===== config.mk =====
export PLATFORM = sky130hd
export DESIGN_NAME = multicycle_ctrl
export DESIGN_NICKNAME = d
export VERILOG_FILES = /design/src/rtl/multicycle_ctrl.sv
export SDC_FILE = /design/constraint.sdc
export NUM_CORES = 1
export LEC_CHECK = 0
export BUFFER_PORTS_ARGS = -buffer_cell sky130_fd_sc_hd__buf_4
export CORE_MARGIN = 2
export CORE_UTILIZATION = 55
export DETAILED_ROUTE_END_ITERATION = 7
export GPL_TIMING_DRIVEN = 0
export PLACE_DENSITY = 0.94
export SLEW_MARGIN = 20
export SYNTH_ARGS = -nofsm -noshare
export SYNTH_HDL_FRONTEND = slang
export SYNTH_SLANG_ARGS = --single-unit

===== constraint.sdc =====
create_clock -name clk -period 2.8 [get_ports clk]
set_input_delay 0.14 -clock clk [delete_from_list [all_inputs] [get_ports clk]]
set_output_delay 0.14 -clock clk [all_outputs]
set_load 0.01 [all_outputs]

===== src/rtl/multicycle_ctrl.sv =====
// Multicycle MIPS-subset controller: instruction sequencing FSM plus a retired-instruction counter.
// Define MCTRL_ILLEGAL_TRAP_EN to trap illegal instructions into HALT; otherwise they retire as NOPs.
//
// state  | code | meaning
// FETCH  | 0    | latch instruction (IRWr)
// DECODE | 1    | dispatch on OP/Funct
// EXE    | 2    | drive ALU controls for R-type/ori/lw/sw
// MEM_RD | 3    | wait for dm_ready on a load
// MEM_WB | 4    | write load data to rt, advance PC
// MEM_WR | 5    | store, held until dm_ready
// ALU_WB | 6    | write ALU result, advance PC
// BRANCH | 7    | beq compare and PC update
// JUMP   | 8    | j/jal PC update (jal links $31)
// HALT   | 9    | illegal instruction trap, left only by reset
module multicycle_ctrl #(
    parameter int CNT_W = 32
) (
    input  logic             clk,
    input  logic             rst,
    input  logic [5:0]       OP,
    input  logic [5:0]       Funct,
    input  logic             Zero,
    input  logic             dm_ready,
    output logic             PCWr,
    output logic             IRWr,
    output logic             RFWr,
    output logic             DMWr,
    output logic             BSel,
    output logic [1:0]       WDSel,
    output logic [1:0]       NPCOp,
    output logic [1:0]       EXTOp,
    output logic [1:0]       ALUOp,
    output logic [1:0]       GPRSel,
    output logic [3:0]       state_o,
    output logic [CNT_W-1:0] instr_cnt,
    output logic             halted
);

    typedef enum logic [3:0] {
        FETCH  = 4'd0,
        DECODE = 4'd1,
        EXE    = 4'd2,
        MEM_RD = 4'd3,
        MEM_WB = 4'd4,
        MEM_WR = 4'd5,
        ALU_WB = 4'd6,
        BRANCH = 4'd7,
        JUMP   = 4'd8,
        HALT   = 4'd9
    } state_t;

    state_t state, state_next;
    logic   pc_wr, ir_wr, rf_wr, dm_wr;

    logic is_addu, is_subu, is_rtype, is_ori, is_lw, is_sw, is_beq, is_j, is_jal;

    assign is_addu  = (OP == 6'b000000) && (Funct == 6'b100001);
    assign is_subu  = (OP == 6'b000000) && (Funct == 6'b100011);
    assign is_rtype = is_addu || is_subu;
    assign is_ori   = (OP == 6'b001101);
    assign is_lw    = (OP == 6'b100011);
    assign is_sw    = (OP == 6'b101011);
    assign is_beq   = (OP == 6'b000100);
    assign is_j     = (OP == 6'b000010);
    assign is_jal   = (OP == 6'b000011);

    always_ff @(posedge clk) begin
        if (rst) begin
            state     <= FETCH;
            instr_cnt <= '0;
        end else begin
            state <= state_next;
            if (pc_wr)
                instr_cnt <= instr_cnt + CNT_W'(1);
        end
    end

`ifdef MCTRL_ILLEGAL_TRAP_EN
    always_ff @(posedge clk) begin
        if (rst)
            halted <= 1'b0;
        else if (state_next == HALT)
            halted <= 1'b1;
    end
`else
    assign halted = 1'b0;
`endif

    always_comb begin
        state_next = state;
        pc_wr      = 1'b0;
        ir_wr      = 1'b0;
        rf_wr      = 1'b0;
        dm_wr      = 1'b0;
        BSel       = 1'b0;
        WDSel      = 2'b00;
        NPCOp      = 2'b00;
        EXTOp      = 2'b00;
        ALUOp      = 2'b00;
        GPRSel     = 2'b00;
        case (state)
            FETCH: begin
                ir_wr      = 1'b1;
                state_next = DECODE;
            end
            DECODE: begin
                if (is_rtype || is_ori || is_lw || is_sw)
                    state_next = EXE;
                else if (is_beq)
                    state_next = BRANCH;
                else if (is_j || is_jal)
                    state_next = JUMP;
                else begin
`ifdef MCTRL_ILLEGAL_TRAP_EN
                    state_next = HALT;
`else
                    pc_wr      = 1'b1;
                    state_next = FETCH;
`endif
                end
            end
            EXE: begin
                if (is_rtype) begin
                    ALUOp      = is_subu ? 2'b01 : 2'b00;
                    state_next = ALU_WB;
                end else if (is_ori) begin
                    BSel       = 1'b1;
                    ALUOp      = 2'b10;
                    state_next = ALU_WB;
                end else begin
                    BSel       = 1'b1;
                    EXTOp      = 2'b01;
                    state_next = is_lw ? MEM_RD : MEM_WR;
                end
            end
            MEM_RD: begin
                if (dm_ready)
                    state_next = MEM_WB;
            end
            MEM_WB: begin
                rf_wr      = 1'b1;
                WDSel      = 2'b01;
                GPRSel     = 2'b01;
                pc_wr      = 1'b1;
                state_next = FETCH;
            end
            MEM_WR: begin
                dm_wr = 1'b1;
                if (dm_ready) begin
                    pc_wr      = 1'b1;
                    state_next = FETCH;
                end
            end
            ALU_WB: begin
                rf_wr      = 1'b1;
                GPRSel     = is_ori ? 2'b01 : 2'b00;
                pc_wr      = 1'b1;
                state_next = FETCH;
            end
            BRANCH: begin
                ALUOp      = 2'b01;
                EXTOp      = 2'b01;
                NPCOp      = Zero ? 2'b01 : 2'b00;
                pc_wr      = 1'b1;
                state_next = FETCH;
            end
            JUMP: begin
                NPCOp = 2'b10;
                pc_wr = 1'b1;
                if (is_jal) begin
                    rf_wr  = 1'b1;
                    WDSel  = 2'b10;
                    GPRSel = 2'b10;
                end
                state_next = FETCH;
            end
`ifdef MCTRL_ILLEGAL_TRAP_EN
            HALT: state_next = HALT;
`endif
            default: state_next = FETCH;
        endcase
    end

    // Write strobes are masked during reset so an interrupted access never commits.
    assign PCWr    = pc_wr && !rst;
    assign IRWr    = ir_wr && !rst;
    assign RFWr    = rf_wr && !rst;
    assign DMWr    = dm_wr && !rst;
    assign state_o = state;

endmodule


# Word level (Yosys, flattened, before mapping)
# Index checks and enable logic that the tools add are counted.
[word_totals] regBits=36 latch_bits=0 ramBits=0 mem_bits_ro=0 in_bits=16 out_inout_bits=52 wordCells=71 memories=0
[classes] addsub=1 n_mul=0 n_div=0 order_cmp=0 n_eq_ne=18 shifts=0 n_mux=33 bitwise=0 reduce_logical=17
[ops] operator="adder 32 x 1 -> 32 bit, second input constant" n=1
[ops] operator="== test 6 bit, second input constant" n=4
[ops] operator="two-way mux 4 bit" n=5
[ops] operator="one-hot mux 4 bit (5 select lines)" n=1
[ops] operator="== test 4 x 3 -> 1 bit, second input constant" n=4
[ops] operator="two-way mux 1 bit" n=14
[ops] operator="== test 6 x 2 -> 1 bit, second input constant" n=2
[ops] operator="one-hot mux 2 bit (2 select lines)" n=3
[ops] operator="two-way mux 3 bit" n=3
[ops] operator="== test 4 x 2 -> 1 bit, second input constant" n=2
[ops] operator="== test 6 x 3 -> 1 bit, second input constant" n=1
[ops] operator="== test 6 x 4 -> 1 bit, second input constant" n=1
[ops] operator="logical AND 1 bit" n=6
[ops] operator="zero test 6 bit" n=1
[ops] operator="two-way mux 2 bit" n=3
[ops] operator="one-hot mux 2 bit (3 select lines)" n=1
[ops] operator="logical OR 1 bit" n=5
[ops] operator="== test 4 x 1 -> 1 bit, second input constant" n=1
[ops] operator="== test 4 bit, second input constant" n=1
[ops] operator="zero test 4 bit" n=1
[ops] operator="!= test 2 bit, second input constant" n=2
[ops] operator="one-hot mux 1 bit (2 select lines)" n=2
[ops] operator="OR reduction 4 bit" n=1
[ops] operator="one-hot mux 1 bit (3 select lines)" n=1
[ops] operator="other kinds (3)" n=3

# Depth between registers and ports, before layout
# Gate-level depths: netlist of the first run.
[logic_depth] ltp_word=9 depth_mapped=8 mapped_depth_nobuf=6

# Least setup slack after synthesis of the first run
# OpenSTA, ideal clock, no wires.
[synth_timing] path_kind="register -> register" start="register instr_cnt[6]" end="register instr_cnt[26]" arrival_time_ns=1.952 required_time_ns=2.729 setup_slack_ns=0.778 path_stages_with_launch=7 synth_period_minus_slack_ns=2.022 cell_sequence="dfxtp_1 > nand4_2 > nor3_4 > nand3_4 > or4_1 > or3_1 > a21oi_1"
[synth_between] elab_chain_cells=1
[synth_rtl] item="start: declaration" line_no="35" source="output logic [CNT_W-1:0] instr_cnt,"
[synth_rtl] item="start signal: assignment" line_no="74" source="instr_cnt <= instr_cnt + CNT_W'(1);"
[synth_rtl] item="adder 32 x 1 -> 32 bit" line_no="74"
# Every way passes these cells.
# A chain may end at the register's enable or synchronous reset.

# Worst setup path in the final report of the first run
[layout_timing] start="register state[1], in the netlist state_o[1]" end="output port PCWr"
[layout_between] elab_chain_cells=4 elab_cells_between_ends=9 cone_classes="6 x eq/ne; 1 x mux; 2 x reduce/logical"
[layout_rtl] item="start: declaration" line_no="52" source="state_t state, state_next;"
[layout_rtl] item="start signal: assignment" line_no="72" source="state <= state_next;"
[layout_rtl] item="== test 4 bit or == test 4 x 3 -> 1 bit (tied branches)" line_no="101" source="case (state)"
[layout_rtl] item="OR reduction 4 bit (no line)"
[layout_rtl] item="one-hot mux 1 bit (3 select lines) *" line_no="101"
[layout_rtl] item="logical AND 1 bit *" line_no="185" source="assign PCWr = pc_wr && !rst;"
[layout_rtl] item="end: declaration" line_no="24" source="output logic PCWr,"
# Mark *: on every way between the ends. The rest lies on a longest branch, timed or not.

==> run metrics, run 1 <==
Worst R2R Setup Slack=0.41 ns; Max-slew headroom=64.5%; total CTS buffers=5; GP Congestion=0.909; CP cell instances=clkbuf_1 > nor2_1 > a21oi_1 > o221a_2 > clkbuf_2 > buf_4 > nor2_1 > buf_4; period utilization=86.0%; Synth Flop Type=dfxtp_1; initial antenna violation count=0; final clock skew=0.0121 ns; RR Endpoint=instr_cnt[23]; die height=66.3 um; GRT overflow=0; HPWL after detailed placement=4340 um; WHS=0.185 ns; Required @ worst endpoint=2.66 ns; # IOs=68; synth warn=0; Final Hold Viols=0; synth unique cells=47; PwrDens=401 nW/um2; clk sinks=36; vias=2505; Hold Crit Endpoint=state_o[1]; Total Wirelength=5990 um; hold path startpoint=rst; Layout area overhead=30.9%; DRC marker count from the first detailed-route iteration=191; Inserted Diodes=0; maximum number of pins on one net before global-route repair=12; endpoint class of the critical path=output port; run status=completed; Leakage=1.08 nW; RSZ-0062 raised after global routing=no; CTS Root Cell=clkbuf_8; crit path launch type=register; Starting Density=57.8%; Synth Instances=277; Die Area=4390 um2; Avg Synthesized Cell Area=7.70 um2; vias in the first global route=2083; via/cell ratio=6.28; drt pass-1 iters=5; Critical-path top delay cell=dfxtp_1; row cnt=22; hold depth=4; reg2reg path depth=7; Post-CTS Setup Inserts=0; H-tree Lvls=2; Remaining DRCs=0; min Tclk post-route=2.41 ns; crit-path max FO=10; first-pass GRT wire length=9340 um; Clock Latency Late Sink=0.30 ns; Max Slew Vio Count=0; Synth async-reset ratio=0%; Syn Std Cell Area=2130 um2; Final setup viols=0; DIE WIDTH=66.3 um; CTS tree=done; cts repair resizes=0; FF+latch count, synth=36; max cap viols=0; Final ANT Viol Nets=0; Final TNS setup=0 ns; clock slew at reported path FFs=0.08 ns; nets@finish=367; cts hold-fix bufs=0; total track usage=27.7%; number of synthesized flops with an enable pin=0; hold crit path type=in2reg; Crit path arrival time=2.27 ns; share of layout cells above drive strength 1=25.6%; fmax=0.415 GHz; Clock Tree Buf Depth=2; WL/cell=15.0 um; Worst path max stage delay=0.33 ns; IR Drop Worst-Case VDD=0.000401 V; total chip power=1.12 mW; IO buf count=65; slew of the pin with the lowest slew margin=0.532 ns; Seq/Total Area, Yosys=33.8%; Crit Path Class=reg2out; RR Startpoint=state_o[3]; Placeable Area=3690 um2
[synth_stat cells (2+ instances only)]
library cell / instances / area, um2
a211oi_1: 2 / 15.0
nor4_1: 3 / 18.8
o21ai_0: 16 / 80.1
nand2_1: 20 / 75.1
and3_1: 6 / 37.5
nor2b_1: 4 / 25.0
and4_1: 2 / 17.5
or3_1: 12 / 75.1
nor4b_1: 2 / 17.5
buf_4: 4 / 30.0
nand3b_1: 2 / 15.0
and2_1: 2 / 12.5
o211ai_1: 2 / 15.0
nand2b_1: 3 / 18.8
xor2_1: 2 / 17.5
or4_1: 18 / 135
nor3_1: 7 / 35.0
nor2_1: 16 / 60.1
nor3b_1: 2 / 15.0
inv_1: 8 / 30.0
dfxtp_1: 36 / 721
a21oi_1: 35 / 175
o31ai_1: 14 / 105
nand4_1: 6 / 37.5
buf_2: 3 / 15.0
clkbuf_1: 11 / 41.3
nand3_1: 19 / 95.1
[per-stage QoR]
stage	util [%]	setup WS (ns)	cells	area, um2
after floorplan	-	0.778	278	2140
after global placement	72.8	0.510	391	2690
after detailed placement	72.8	0.475	391	2690
after CTS	75.7	0.420	399	2790
after global routing	75.7	0.260	399	2790
final	75.7	0.392	399	2790
[final cells by class]
cell class | instances | area, um2
buffer | 19 | 91.3
sequential | 36 | 721
clock buffer | 6 | 72.6
timing repair buffer | 65 | 488
clock inverter | 2 | 35.0
multi-input combinational | 215 | 1290
fill | 283 | 896
tap | 48 | 60.1
inverter | 8 | 30.0
[power by group]
group / total (mW) / internal, mW / leakage (nW) / switching [mW]
Combinational: 0.134 / 0.0527 / 0.733 / 0.0809
Sequential: 0.524 / 0.517 / 0.290 / 0.00749
Clock: 0.463 / 0.264 / 0.0552 / 0.199
Total: 1.12 / 0.834 / 1.08 / 0.287
[kinds of logic (layout without fill, tap and decap cells)]
group	Yosys count	in the layout	share of synthesized area, %
flip-flops	36	36	33.8
XOR/XNOR	2	2	0.821
multiplexers	2	2	0.997
buffers and inverters	27	100	5.69
AO/OA/AOI/OAI	76	76	21.4
AND/OR/NAND/NOR	132	132	36.5
other	1	2	0.176
adder cells (fa/ha/maj)	1	1	0.586
[routing by layer]
metal  share of wire, %  vias to the layer above  global-route usage (%)
li1                   -                     1192                       -
met1                 41                     1194                    32.0
met2                 51                      110                    49.1
met3                7.1                        9                    8.18
met4                1.1                        0                    7.65
met5                  0                        -                       0
[state kept, by name (all words and copies together) (netlist names)]
register   count
state_o        4
instr_cnt     32
[worst max-delay path, delay by kind of cell, from the launching register on]
kind                   cells  cell delay, ns
AND/OR/NAND/NOR            2            0.20
flip-flops                 1            0.33
buffers and inverters      4            0.94
AO/OA/AOI/OAI              2            0.48
[cell usage in the layout (no fill, tap or decap), drive strengths merged, types with 2 or more instances in the layout]
master  instances
nand3b          2
nor4b           2
nand2          20
or3            13
nor3b           2
clkbuf         18
buf            72
nor4            3
dfxtp          36
conb            2
nand3          20
o211ai          2
xor2            2
nor3            8
or4            18
and4            3
inv             8
a21oi          35
nand2b          3
and2            2
a211oi          2
o21ai          16
nor2b           4
and3            6
nand4           7
nor2           16
o31ai          14
[worst max-delay path by stage]
stage,from,end,cells past startpoint
2_1_floorplan,instr_cnt[6],instr_cnt[26],6
3_3_place_gp,state_o[3],instr_cnt[23],7
3_5_place_dp,state_o[3],instr_cnt[23],7
4_1_cts,state_o[1],PCWr,8
5_1_grt,state_o[3],instr_cnt[23],7
6_report,state_o[1],PCWr,8
Power figures use the tool's default switching activity.
==> run 2, diff against run 1 <==
--- a/config.mk
+++ b/config.mk
@@ -5,12 +5,13 @@
 export SDC_FILE = /design/constraint.sdc
 export NUM_CORES = 1
 export LEC_CHECK = 0
+export ABC_AREA = 1
 export BUFFER_PORTS_ARGS = -buffer_cell sky130_fd_sc_hd__buf_4
 export CORE_MARGIN = 2
 export CORE_UTILIZATION = 55
 export DETAILED_ROUTE_END_ITERATION = 7
 export GPL_TIMING_DRIVEN = 0
-export PLACE_DENSITY = 0.94
+export PLACE_DENSITY = 0.92
 export SLEW_MARGIN = 20
 export SYNTH_ARGS = -nofsm -noshare
 export SYNTH_HDL_FRONTEND = slang
==> run 2 against run 1 <==
First-iteration DRC count up 21%. Wire length up 24%. Non-clock buffer count down 4. Final area up 15%. Power down 10%. Critical path depth unchanged. Combinational power about the same. Sequential power about the same. Via count up 21%. Maximum frequency up 15%. Cell count up 38%. Global-route usage up 1.4 points. Largest cell class unchanged. Largest power group unchanged. Highest routed layer unchanged.
==> run metrics, run 2 <==
synth cell count leaders=nand2_1 (142), nor2_1 (49), nand3_1 (45) (was dfxtp_1 (36), a21oi_1 (35), nand2_1 (20), nand3_1 (19), or4_1 (18)); CTS Root Cell=clkbuf_8 (unchanged); IO buf count=64 (was 65); top cell type's share of synthesized area=28.0% (was 33.8%); Max-slew headroom=57.1% (was 64.5%); final clock skew=0.00591 ns (was 0.0121 ns); share of layout cells above drive strength 1=19.6% (was 25.6%); GRT overflow=0 (unchanged); Total Wirelength=7410 um (was 5990 um); switching pwr=268 uW (was 287 uW); nets@finish=517 (was 367); Critical-path top delay cell=nor3_1 (was dfxtp_1); DRC marker count from the first detailed-route iteration=231 (was 191); row cnt=24 (was 22); maximum number of pins on one net before global-route repair=11 (was 12); Final setup viols=0 (unchanged); clock share of power=34.5% (was 41.3%); hold crit path type=in2reg (unchanged); CTS tree=done (unchanged); drt pass-1 iters=6 (was 5); Setup WS pre-CTS=0.782 ns (was 0.475 ns); Sw Ratio=26.6% (was 25.6%); synth unique cells=28 (was 47); Post-CTS Setup Inserts=0 (unchanged); Synth Instances=428 (was 277); Clock Latency Late Sink=0.29 ns (was 0.30 ns); Final Worst Setup Slack=0.709 ns (was 0.392 ns); Die Area=5250 um2 (was 4390 um2); Avg Synthesized Cell Area=6.02 um2 (was 7.70 um2); CP cell instances=ha_1 > nand3_2 > nor3_1 > nand2_1 > nand2_1 > nand2_1 > nand2_1 > a21oi_1 (was clkbuf_1 > nor2_1 > a21oi_1 > o221a_2 > clkbuf_2 > buf_4 > nor2_1 > buf_4); first-pass GRT wire length=12100 um (was 9340 um); total chip power=1.01 mW (was 1.12 mW); Final ANT Viol Nets=0 (unchanged); Synth async-reset ratio=0% (unchanged); Clock Tree Buf Depth=2 (unchanged); count leader, synth=nand2_1 (was dfxtp_1); share of total power in sequential cells=52.2% (was 46.8%); total track usage=29.1% (was 27.7%); min Tclk post-route=2.09 ns (was 2.41 ns); crit path launch type=register (unchanged); Worst path max stage delay=0.59 ns (was 0.33 ns); Inserted Diodes=0 (unchanged); die height=72.4 um (was 66.3 um); RSZ-0062 raised after global routing=no (unchanged); Syn Std Cell Area=2570 um2 (was 2130 um2); Synth Flop Type=dfxtp_1 (unchanged); run status=completed (unchanged); WP buf/inv=0 (was 4); cts repair resizes=0 (unchanged); max cap viols=0 (unchanged); synth warn=0 (unchanged); Remaining DRCs=0 (unchanged); fmax=0.478 GHz (was 0.415 GHz); Largest register FFs=32 (unchanged); Seq/Total Area, Yosys=28.0% (was 33.8%); most frequent cells in the layout=nand2_1 (142), buf_4 (67), nor2_1 (49) (was buf_4 (69), dfxtp_1 (36), a21oi_1 (35)); slew of the pin with the lowest slew margin=0.638 ns (was 0.532 ns); GP Congestion=1.03 (was 0.909); cts hold-fix bufs=0 (unchanged); # IOs=68 (unchanged); clock slew at reported path FFs=0.07 ns (was 0.08 ns); Largest Register=instr_cnt (unchanged); initial antenna violation count=0 (unchanged); WL/cell=13.4 um (was 15.0 um); CP dominant cell by count=nand2_1; H-tree Lvls=2 (unchanged); Comb pwr share=13.3% (was 11.9%); Max Slew Vio Count=0 (unchanged); IR Drop Worst-Case VDD=0.000188 V (was 0.000401 V); Required @ worst endpoint=2.97 ns (was 2.66 ns); Crit path max-delay family=simple AND/OR/NAND/NOR gates (was buffers and inverters); number of synthesized flops with an enable pin=0 (unchanged); period utilization=74.7% (was 86.0%); FF+latch count, synth=36 (unchanged); DIE WIDTH=72.4 um (was 66.3 um); fin util=72.0% (was 75.7%); PwrDens=315 nW/um2 (was 401 nW/um2); critical path launch point=instr_cnt[0] (was state_o[1]); vias=3038 (was 2505); Worst R2R Setup Slack=0.71 ns (was 0.41 ns); Crit path arrival time=2.26 ns (was 2.27 ns); cell taking the most area after synthesis=dfxtp_1 (unchanged); Leakage=1.38 nW (was 1.08 nW); hold path startpoint=OP[1] (was rst); crit-path max FO=7 (was 10); Layout area overhead=24.3% (was 30.9%); HPWL after detailed placement=5840 um (was 4340 um); Crit Path Class=reg2reg (was reg2out); via/cell ratio=5.50 (was 6.28); Final Hold Viols=0 (unchanged); clk sinks=36 (unchanged); endpoint class of the critical path=register (was output port); Final TNS setup=0 ns (unchanged); Starting Density=57.9% (was 57.8%); vias in the first global route=2674 (was 2083); P_int=739 uW (was 834 uW); total CTS buffers=5 (unchanged); Placeable Area=4440 um2 (was 3690 um2); most common cell after layout, fill and taps aside=nand2_1 (was buf_4); ranking of synthesized cells by area=dfxtp_1 (28%), nand2_1 (21%), nand3_1 (8.7%), nor2_1 (7.1%), a21oi_1 (7.0%) (was dfxtp_1 (34%), a21oi_1 (8.2%), or4_1 (6.3%), o31ai_1 (4.9%), nand3_1 (4.5%)); RR Startpoint=instr_cnt[0] (was state_o[3])
## run 2: metrics by stage
stage                     hold slack (ns)  cells  cell area (um2)
after global placement              0.458    545             3120
after floorplan                     0.307    429             2580
after detailed placement            0.467    545             3120
after CTS                           0.165    552             3200
final                               0.177    552             3200
after global routing                0.186    552             3200
## run 2: area by class of cell
class | instances | area [um2]
plain buffers | 16 | 101
clock buffers | 6 | 72.6
clock inverters | 1 | 5.00
fillers | 417 | 1240
inverters | 39 | 146
multi-input cells | 338 | 1610
flip-flops and latches | 36 | 721
well taps | 52 | 65.1
repair buffers | 64 | 480
## run 2: final timing paths
check	endpoint	cells after the start
max	instr_cnt[30]	8
min	state_o[3]	3
max reg2reg	instr_cnt[30]	8
min reg2reg	instr_cnt[31]	2
## run 2: cells by family (layout without fill, tap and decap cells)
family	Yosys count	after routing	synth area share (%)
flops	36	36	28.0
fa+ha+maj	1	1	0.486
xor+xnor	17	17	5.78
other cells	1	2	0.146
buf+inv	55	126	9.62
compound gates	39	39	8.11
simple gates	279	279	47.9
## run 2: power by group through the flow
stage | Clock (mW) | Combinational, mW | Sequential (mW)
2_1_floorplan | 0 | 0.0831 | 0.537
3_3_place_gp | 0 | 0.129 | 0.537
3_5_place_dp | 0 | 0.134 | 0.537
4_1_cts | 0.353 | 0.134 | 0.525
5_1_grt | 0.369 | 0.147 | 0.526
6_report | 0.348 | 0.134 | 0.525
## run 2: routing by layer
metal	track usage (%)	up-vias	share of wire (%)
met5	0	-	0
met4	8.85	0	2.4
met3	5.69	22	8.8
met2	49.8	146	47
met1	36.9	1359	42
li1	-	1511	-
## run 2: worst reg2reg max path: cells and delay by family (launching register included)
family | cells | cell delay, ns
compound gates | 1 | 0.05
fa+ha+maj | 1 | 0.30
flops | 1 | 0.50
simple gates | 6 | 1.12
